==> src/rtl/Types.sv <==
// Shared types for the ray-direction datapath.
// Holds the direction/square bundle and the direction_length FSM.
`ifndef WIDTH
`define WIDTH 32
`endif
`ifndef Q_BITS
`define Q_BITS 16
`endif

package Types;

  localparam int DL_WIDTH   = `WIDTH;
  localparam int SQRT_ITERS = `WIDTH;

  typedef struct packed {
    logic signed [DL_WIDTH-1:0]   x;
    logic signed [DL_WIDTH-1:0]   y;
    logic signed [DL_WIDTH-1:0]   z;
    logic        [2*DL_WIDTH-1:0] sqr_x;
    logic        [2*DL_WIDTH-1:0] sqr_y;
    logic        [2*DL_WIDTH-1:0] sqr_z;
  } RayDirection_sqr;

  typedef enum logic [1:0] {
    IDLE,
    SQRT,
    DONE
  } dl_state_t;

endpackage

==> src/rtl/direction_length_isqrt_step.sv <==
// One restoring square-root iteration.
// Consumes two radicand bits and yields one root bit.
module isqrt_step #(
  parameter int WIDTH = 32
) (
  input  logic [WIDTH-1:0] rem,
  input  logic [WIDTH-1:0] root,
  input  logic [1:0]       pair,
  output logic [WIDTH-1:0] rem_nxt,
  output logic [WIDTH-1:0] root_nxt,
  output logic             q
);

  logic [WIDTH+1:0] shifted;
  logic [WIDTH+1:0] trial;
  logic [WIDTH-1:0] diff;

  // Remainder never exceeds WIDTH bits except after the final step,
  // where it is discarded, so a WIDTH-bit subtraction suffices.
  always_comb begin
    shifted  = {rem, pair};
    trial    = {root, 2'b01};
    q        = (shifted >= trial);
    diff     = shifted[WIDTH-1:0] - trial[WIDTH-1:0];
    rem_nxt  = q ? diff : shifted[WIDTH-1:0];
    root_nxt = {root[WIDTH-2:0], q};
  end

endmodule

==> src/rtl/direction_length.sv <==
// Vector magnitude of a ray direction via iterative square root.
// One root bit per cycle; result held until the consumer takes it.
module direction_length
  import Types::*;
#(
  parameter int WIDTH  = `WIDTH,
  parameter int Q_BITS = `Q_BITS
) (
  input  logic              clk,
  input  logic              rst,
  input  logic              start,
  input  RayDirection_sqr   RDS_in,
  output logic              ready,
  output logic              valid,
  input  logic              out_ready,
  output RayDirection_sqr   RDS_out,
  output logic [WIDTH-1:0]  length,
  output logic              sat
);

  localparam int SW = 2 * WIDTH;
  localparam int CW = $clog2(WIDTH);
  localparam logic [CW-1:0] LAST = CW'(WIDTH - 1);
  localparam logic [WIDTH-1:0] MAX_POS = {1'b0, {(WIDTH-1){1'b1}}};

  if (Q_BITS < 0 || Q_BITS >= WIDTH) begin : g_bad_q
    $error("direction_length: Q_BITS out of range");
  end

  dl_state_t        state, state_nxt;
  logic [CW-1:0]    cnt;
  logic [SW-1:0]    sum_q;
  logic [SW-1:0]    sum_in;
  logic [WIDTH-1:0] rem_q;
  logic [WIDTH-1:0] root_q;
  logic [WIDTH-1:0] rem_nxt;
  logic [WIDTH-1:0] root_nxt;
  logic             q;
  logic             accept;
  logic             last;

  assign sum_in = SW'(RDS_in.sqr_x)
                + SW'(RDS_in.sqr_y)
                + SW'(RDS_in.sqr_z);

  isqrt_step #(.WIDTH(WIDTH)) u_step (
    .rem      (rem_q),
    .root     (root_q),
    .pair     (sum_q[SW-1:SW-2]),
    .rem_nxt  (rem_nxt),
    .root_nxt (root_nxt),
    .q        (q)
  );

  always_comb begin
    state_nxt = state;
    ready     = (state == IDLE);
    valid     = (state == DONE);
    accept    = (state == IDLE) && start;
    last      = (state == SQRT) && (cnt == LAST);
    unique case (state)
      IDLE:    if (start)     state_nxt = SQRT;
      SQRT:    if (last)      state_nxt = DONE;
      DONE:    if (out_ready) state_nxt = IDLE;
      default:                state_nxt = IDLE;
    endcase
  end

  always_ff @(posedge clk or posedge rst) begin
    if (rst) begin
      state   <= IDLE;
      cnt     <= '0;
      sum_q   <= '0;
      rem_q   <= '0;
      root_q  <= '0;
      length  <= '0;
      sat     <= 1'b0;
      RDS_out <= '0;
    end else begin
      state <= state_nxt;
      if (accept) begin
        RDS_out <= RDS_in;
        sum_q   <= sum_in;
        rem_q   <= '0;
        root_q  <= '0;
        cnt     <= '0;
      end else if (state == SQRT) begin
        sum_q  <= sum_q << 2;
        rem_q  <= rem_nxt;
        root_q <= {root_q[WIDTH-2:0], q};
        cnt    <= cnt + 1'b1;
        // Root's top bit set means it exceeds the signed range.
        if (last) begin
          sat    <= root_nxt[WIDTH-1];
          length <= root_nxt[WIDTH-1] ? MAX_POS : root_nxt;
        end
      end
    end
  end

endmodule

==> config.mk <==
export PLATFORM = sky130hd
export DESIGN_NAME = direction_length
export DESIGN_NICKNAME = d
export VERILOG_FILES = /design/src/rtl/Types.sv /design/src/rtl/direction_length_isqrt_step.sv /design/src/rtl/direction_length.sv
export SDC_FILE = /design/constraint.sdc
export NUM_CORES = 1
export LEC_CHECK = 0
export ABC_AREA = 1
export BUFFER_PORTS_ARGS = -buffer_cell sky130_fd_sc_hd__buf_4
export CORE_ASPECT_RATIO = 0.5
export CORE_UTILIZATION = 30
export CTS_BUF_LIST = sky130_fd_sc_hd__clkbuf_4
export CTS_CLUSTER_SIZE = 20
export DETAILED_ROUTE_END_ITERATION = 10
export PLACE_DENSITY = 0.49
export SYNTH_ARGS = -nofsm -noshare
export SYNTH_HDL_FRONTEND = slang
export SYNTH_HIERARCHICAL = 1
export SYNTH_SLANG_ARGS = --single-unit
==> constraint.sdc <==
create_clock -name clk -period 27.7 [get_ports clk]
set_input_delay 6.925 -clock clk [delete_from_list [all_inputs] [get_ports clk]]
set_output_delay 6.925 -clock clk [all_outputs]
set_load 0.01 [all_outputs]
Word level (Yosys, flattened, before mapping)
Index checks and enable logic that the tools add are counted.
{"block": "word_totals", "register_bits": 456, "in_bits": 292, "word_cells": 45}
{"block": "classes", "reduce_logical": 6, "n_lt_le_gt_ge": 1, "add_sub_neg": 4, "bitwise": 1, "n_mux": 14, "eq_ne": 6}
{"op": "$mux 32", "n": 5}
{"op": "$add 64x64->64", "n": 2}
{"op": "$mux 64", "n": 2}
{"op": "$ge 34x34->1", "n": 1}
{"op": "$sub 32x32->32", "n": 1}
{"op": "$mux 31", "n": 1}
{"op": "$mux 5", "n": 2}
{"op": "$mux 2", "n": 3}
{"op": "$pmux 2 s3", "n": 1}
{"op": "$reduce_and 3->1", "n": 2}
{"op": "$add 5x1->5 const B", "n": 1}
{"op": "$eq 5x5->1 const B", "n": 1}
{"op": "$ne 2x2->1 const B", "n": 2}
{"op": "$eq 2x1->1 const B", "n": 1}
{"op": "$eq 2x2->1 const B", "n": 1}
{"op": "$logic_and 1x1->1", "n": 2}
{"op": "$logic_not 2->1", "n": 1}
{"op": "$ne 2x1->1 const B", "n": 1}
{"op": "$reduce_bool 2->1", "n": 1}
{"op": "$not 1->1", "n": 1}

Depth between registers and ports, before layout
{"block": "logic_depth", "word_depth": 4, "ltp_mapped": 19, "ltp_nobuf": 19}

Hierarchy
Netlist, hierarchy kept.
{"mod": "direction_length", "seq_area_each_um2": 11385.9, "instances": 1, "area_each_um2": 24506.0, "cells_each": 3244}
{"mod": "isqrt_step", "seq_area_each_um2": 0.0, "instances": 1, "area_each_um2": 3339.5, "cells_each": 694}

Worst setup path after synthesis
No wires, ideal clock.
{"block": "synth_path", "kind": "in2reg", "from": "input port RDS_in[1] (netlist bit)", "to": "register sum_q[61]", "path_slack_ns": 18.600, "n_path_buf": 0, "t_required_ns": 27.584, "cell_stages": 18, "arrival_ns": 8.983, "path_cell_list": "fa_1 ha_1 inv_1 fa_1 inv_1 nand3_1 nand2_2 nand2_1 nand2_2 nand2_1 nand2_2 nand2_1 nand2_2 nand2_1 nand3_1 nand3_1 nand2_1 nand2_1"}
{"block": "synth_via", "elab_chain_len": 2}
{"element": "from (decl)", "line_no": "direction_length.sv:12", "source": "input RayDirection_sqr RDS_in,"}
{"element": "$add 64x64->64", "line_no": "direction_length.sv:44", "source": "+ SW'(RDS_in.sqr_z);"}
{"element": "$mux 64", "line_no": "direction_length.sv:81", "source": "if (accept) begin"}
{"element": "to (signal assigned)", "line_no": "direction_length.sv:83", "source": "sum_q <= sum_in;"}
{"element": "to (signal assigned)", "line_no": "direction_length.sv:88", "source": "sum_q <= sum_q << 2;"}
{"element": "to (decl)", "line_no": "direction_length.sv:32", "source": "logic [SW-1:0] sum_q;"}
Every way passes these cells.
A chain may end at the register's enable or synchronous reset.

Worst setup path after layout
{"block": "layout_path", "from": "register state[0]", "to": "output port ready"}
{"block": "layout_via", "elab_chain_len": 1}
{"element": "from (decl)", "line_no": "direction_length.sv:30", "source": "dl_state_t state, state_nxt;"}
{"element": "from (signal assigned)", "line_no": "direction_length.sv:80", "source": "state <= state_nxt;"}
{"element": "$logic_not 2->1", "line_no": "direction_length.sv:57", "source": "ready = (state == IDLE);"}
{"element": "to (decl)", "line_no": "direction_length.sv:13", "source": "output logic ready,"}
Every way passes these cells.

==> flow_metrics.tcl <==
set metrics [dict create \
    syn_area_per_cell_um2 7.071 \
    h-tree-depth 3 \
    dieHeight_um 217.4 \
    wl_per_cell_um 17.08 \
    start_util_pct 30.52 \
    ys_types 46 \
    ff2ff_setup_slack_ns 24.40 \
    synth_cells 3938 \
    ys.flop_type "dfrtp_1" \
    cts_tree "done" \
    synth-edff-count 0 \
    synth-seq-cells 455 \
    ys_seq_area_share_pct 40.89 \
    setup_viol 0 \
    synthesis.area_um2 27850 \
    syn_to_final_growth_pct 24.46 \
    syn_nets 4392 \
    coreArea_um2 91250 \
    cp-end-kind "output pin" \
    die-area_um2 94120 \
    hold_buffers 0 \
    clockRootBuffer "clkbuf_4" \
    vias_per_cell 4.456 \
    drive_gt1_share_pct 18.62 \
    drt_first_pass_iters 5 \
    dp.cells 5656 \
    endpoint "ready" \
    worstSkewPairLatency_ns 1.05 \
    drt-total-wl_um 99750 \
    async_reset_ff_share_pct 100.0 \
    crit_required_ns 20.77 \
    crit_start "state[0]$_DFFE_PP0P_" \
    io_pins 615 \
    fin_skew_ns 0.06198 \
    fillCellCount 9860 \
    reg2reg_from "state[0]$_DFFE_PP0P_" \
    cts.sinks 455 \
    powerDensity_nw_per_um2 110.6 \
    period_minus_slack_ns 8.847 \
    drc 0 \
    path_buf_inv 1 \
    num_rows 78 \
    post-cts-setup-buffers 0 \
    ys_warn_count 6 \
    antenna_found_initial 7 \
    ant_nets 0 \
    p_leak_uw 0.01978 \
    cts_buffer_depth 3 \
    nNetsFinal 4985 \
    clkTransAtPathRegs_ns 0.07 \
    grt_pass1_vias 25991 \
    finalCritPeriodShare_pct 31.94 \
    finalMaxSlewViolations 0 \
    hpwl_um 75840 \
    via_count 26025 \
    cts_resized 0 \
    crit_family "flip-flops" \
    stdcell_count 5841 \
    min-delay-start "RDS_out[99]$_DFFE_PP0P_" \
    critPathKind "flop to output pin" \
    critPathArrivalTime_ns 1.92 \
    peakVddDrop_mv 0.04633 \
    critPathMaxFanout 5 \
    track_usage_pct 21.12 \
    timing.rr.end "sum_q[39]$_DFFE_PP0P_" \
    reg2regPathDepth 8 \
    outcome "completed" \
    hp-class "flop to flop" \
    cts_buffers 113 \
    grt_start_max_net_pins 127 \
    setup_slack_ns 18.85 \
    grt_first_pass_wirelength_um 153600 \
    worstMarginPinSlew_ns 1.051 \
    fmaxAchievable_mhz 113.0 \
    total_power_uw 3832 \
    max_slew_margin_pct 29.91 \
    die_x_um 432.9 \
    globalplace.congestion 0.9433 \
    startpoint_type "flop" \
    hold_viol 0 \
    rsz0062_at_grt "no" \
    grt_overflow 0 \
    path_depth 2 \
    place_ws_ns 17.82 \
    drt_iter0_drc 1695 \
    crit_path_max_incr_delay_ns 0.43 \
    placement.io_buffers 613 \
    slowest_stage "dfrtp_1" \
    cap_violations 0 \
    path_cells "nor2_1 -> buf_4" \
    finalSetupTns_ns 0 \
]
-- tightest hold or removal path, delay by kind of cell, from the launching register on --
| family | cells | cell delay (ns) |
|---|---|---|
| DFF | 1 | 0.34 |
| and+or+nand+nor | 2 | 0.11 |
-- how the worst min path moves through the flow --
stage               cells after the start                        to  slack (ns)
finish                                  2   RDS_out[99]$_DFFE_PP0P_        0.48
global placement                        2      sum_q[3]$_DFFE_PP0P_        0.46
detailed placement                      2     sum_q[48]$_DFFE_PP0P_        0.46
CTS                                     2     sum_q[48]$_DFFE_PP0P_        0.48
global route                            2  RDS_out[164]$_DFFE_PP0P_        0.50
floorplan                               2      sum_q[3]$_DFFE_PP0P_        0.44
-- synth_stat cells (2+ instances only) --
library cell / n / share of area [%]
nand2_2: 20 / 0.45
a22o_1: 34 / 1.1
o21ai_1: 11 / 0.20
fa_1: 64 / 4.6
a21oi_2: 2 / 0.063
ha_1: 98 / 4.4
nor2_1: 205 / 2.8
buf_2: 46 / 0.83
o21bai_1: 5 / 0.13
clkbuf_1: 58 / 0.78
nand2_1: 1916 / 26
o21ai_0: 98 / 1.8
nor2_2: 17 / 0.38
nand3b_1: 11 / 0.30
inv_1: 525 / 7.1
buf_6: 5 / 0.20
nand3_2: 8 / 0.29
inv_2: 4 / 0.054
nor3_2: 2 / 0.072
a22oi_1: 4 / 0.11
nand4_1: 13 / 0.29
nand3_1: 106 / 1.9
o22ai_1: 32 / 0.72
dfrtp_1: 455 / 41
nor4_1: 3 / 0.067
buf_4: 43 / 1.2
a2bb2oi_1: 8 / 0.25
and2_1: 9 / 0.20
xnor2_1: 6 / 0.19
a21oi_1: 68 / 1.2
xor2_1: 35 / 1.1
nor3_1: 13 / 0.23
-- cell type report --
type	instances	area [um2]	share of cell area, %
antenna	9	22.52	0.06498
clock buffer	149	1119	3.228
clock inverter	27	167.7	0.4838
inverter	531	2011	5.802
multi-input combinational	2799	13650	39.39
sequential	455	11390	32.85
tap	1240	1551	4.477
timing repair buffer	631	4750	13.70
-- per-layer routing --
metal  track usage (%)  routed length (um)
met1             27.86               45050
met2             34.06               46400
met3             5.428                6003
met4             5.993                2297
met5                 0                   0
-- layout by cell type (no fill, tap or decap), drive strengths merged, types with 2 or more instances in the layout --
cell type	n
a21oi	70
a22o	34
a22oi	4
a2bb2oi	8
and2	9
buf	631
clkbuf	149
clkinv	22
clkinvlp	2
dfrtp	455
diode	9
fa	64
ha	98
inv	533
nand2	1937
nand3	114
nand3b	11
nand4	13
nor2	223
nor3	15
nor4	4
o21ai	110
o21bai	5
o22ai	32
xnor2	6
xor2	35
-- sequential cells by signal, indices dropped and copies added, names as in the netlist --
name and count:
RDS_out 288, sum_q 64, rem_q 32, root_q 32, length 31, cnt 5, state 2, sat 1
-- cell families (layout without fill, tap and decap cells) --
family | Yosys count | after routing | share of synthesized area, %
buffers and inverters | 684 | 1338 | 10.15
DFF | 455 | 455 | 40.89
AOI/OAI and AO/OA | 268 | 268 | 5.707
other | 1 | 10 | 0.01347
and+or+nand+nor | 2326 | 2326 | 32.90
xor gates and xnor gates | 41 | 41 | 1.290
muxes | 1 | 1 | 0.04044
adders and majority gates | 162 | 162 | 9.005
-- per-stage QoR --
step	instance area [um2]	util, %	hold slack (ns)
after CTS	34630	37.96	0.4835
final	34660	37.98	0.4784
after global routing	34660	37.98	0.4960
after global placement	33350	36.55	0.4623
after floorplan	27850	-	0.4438
after detailed placement	33350	36.55	0.4649
-- where the power goes --
| group | internal, uW | total (uW) | switching, uW |
|---|---|---|---|
| registers | 977 | 1160 | 185 |
| logic | 838 | 2110 | 1270 |
| clock network | 258 | 565 | 307 |
| total | 2070 | 3830 | 1760 |
No activity file was read; power rests on OpenSTA's default activity.
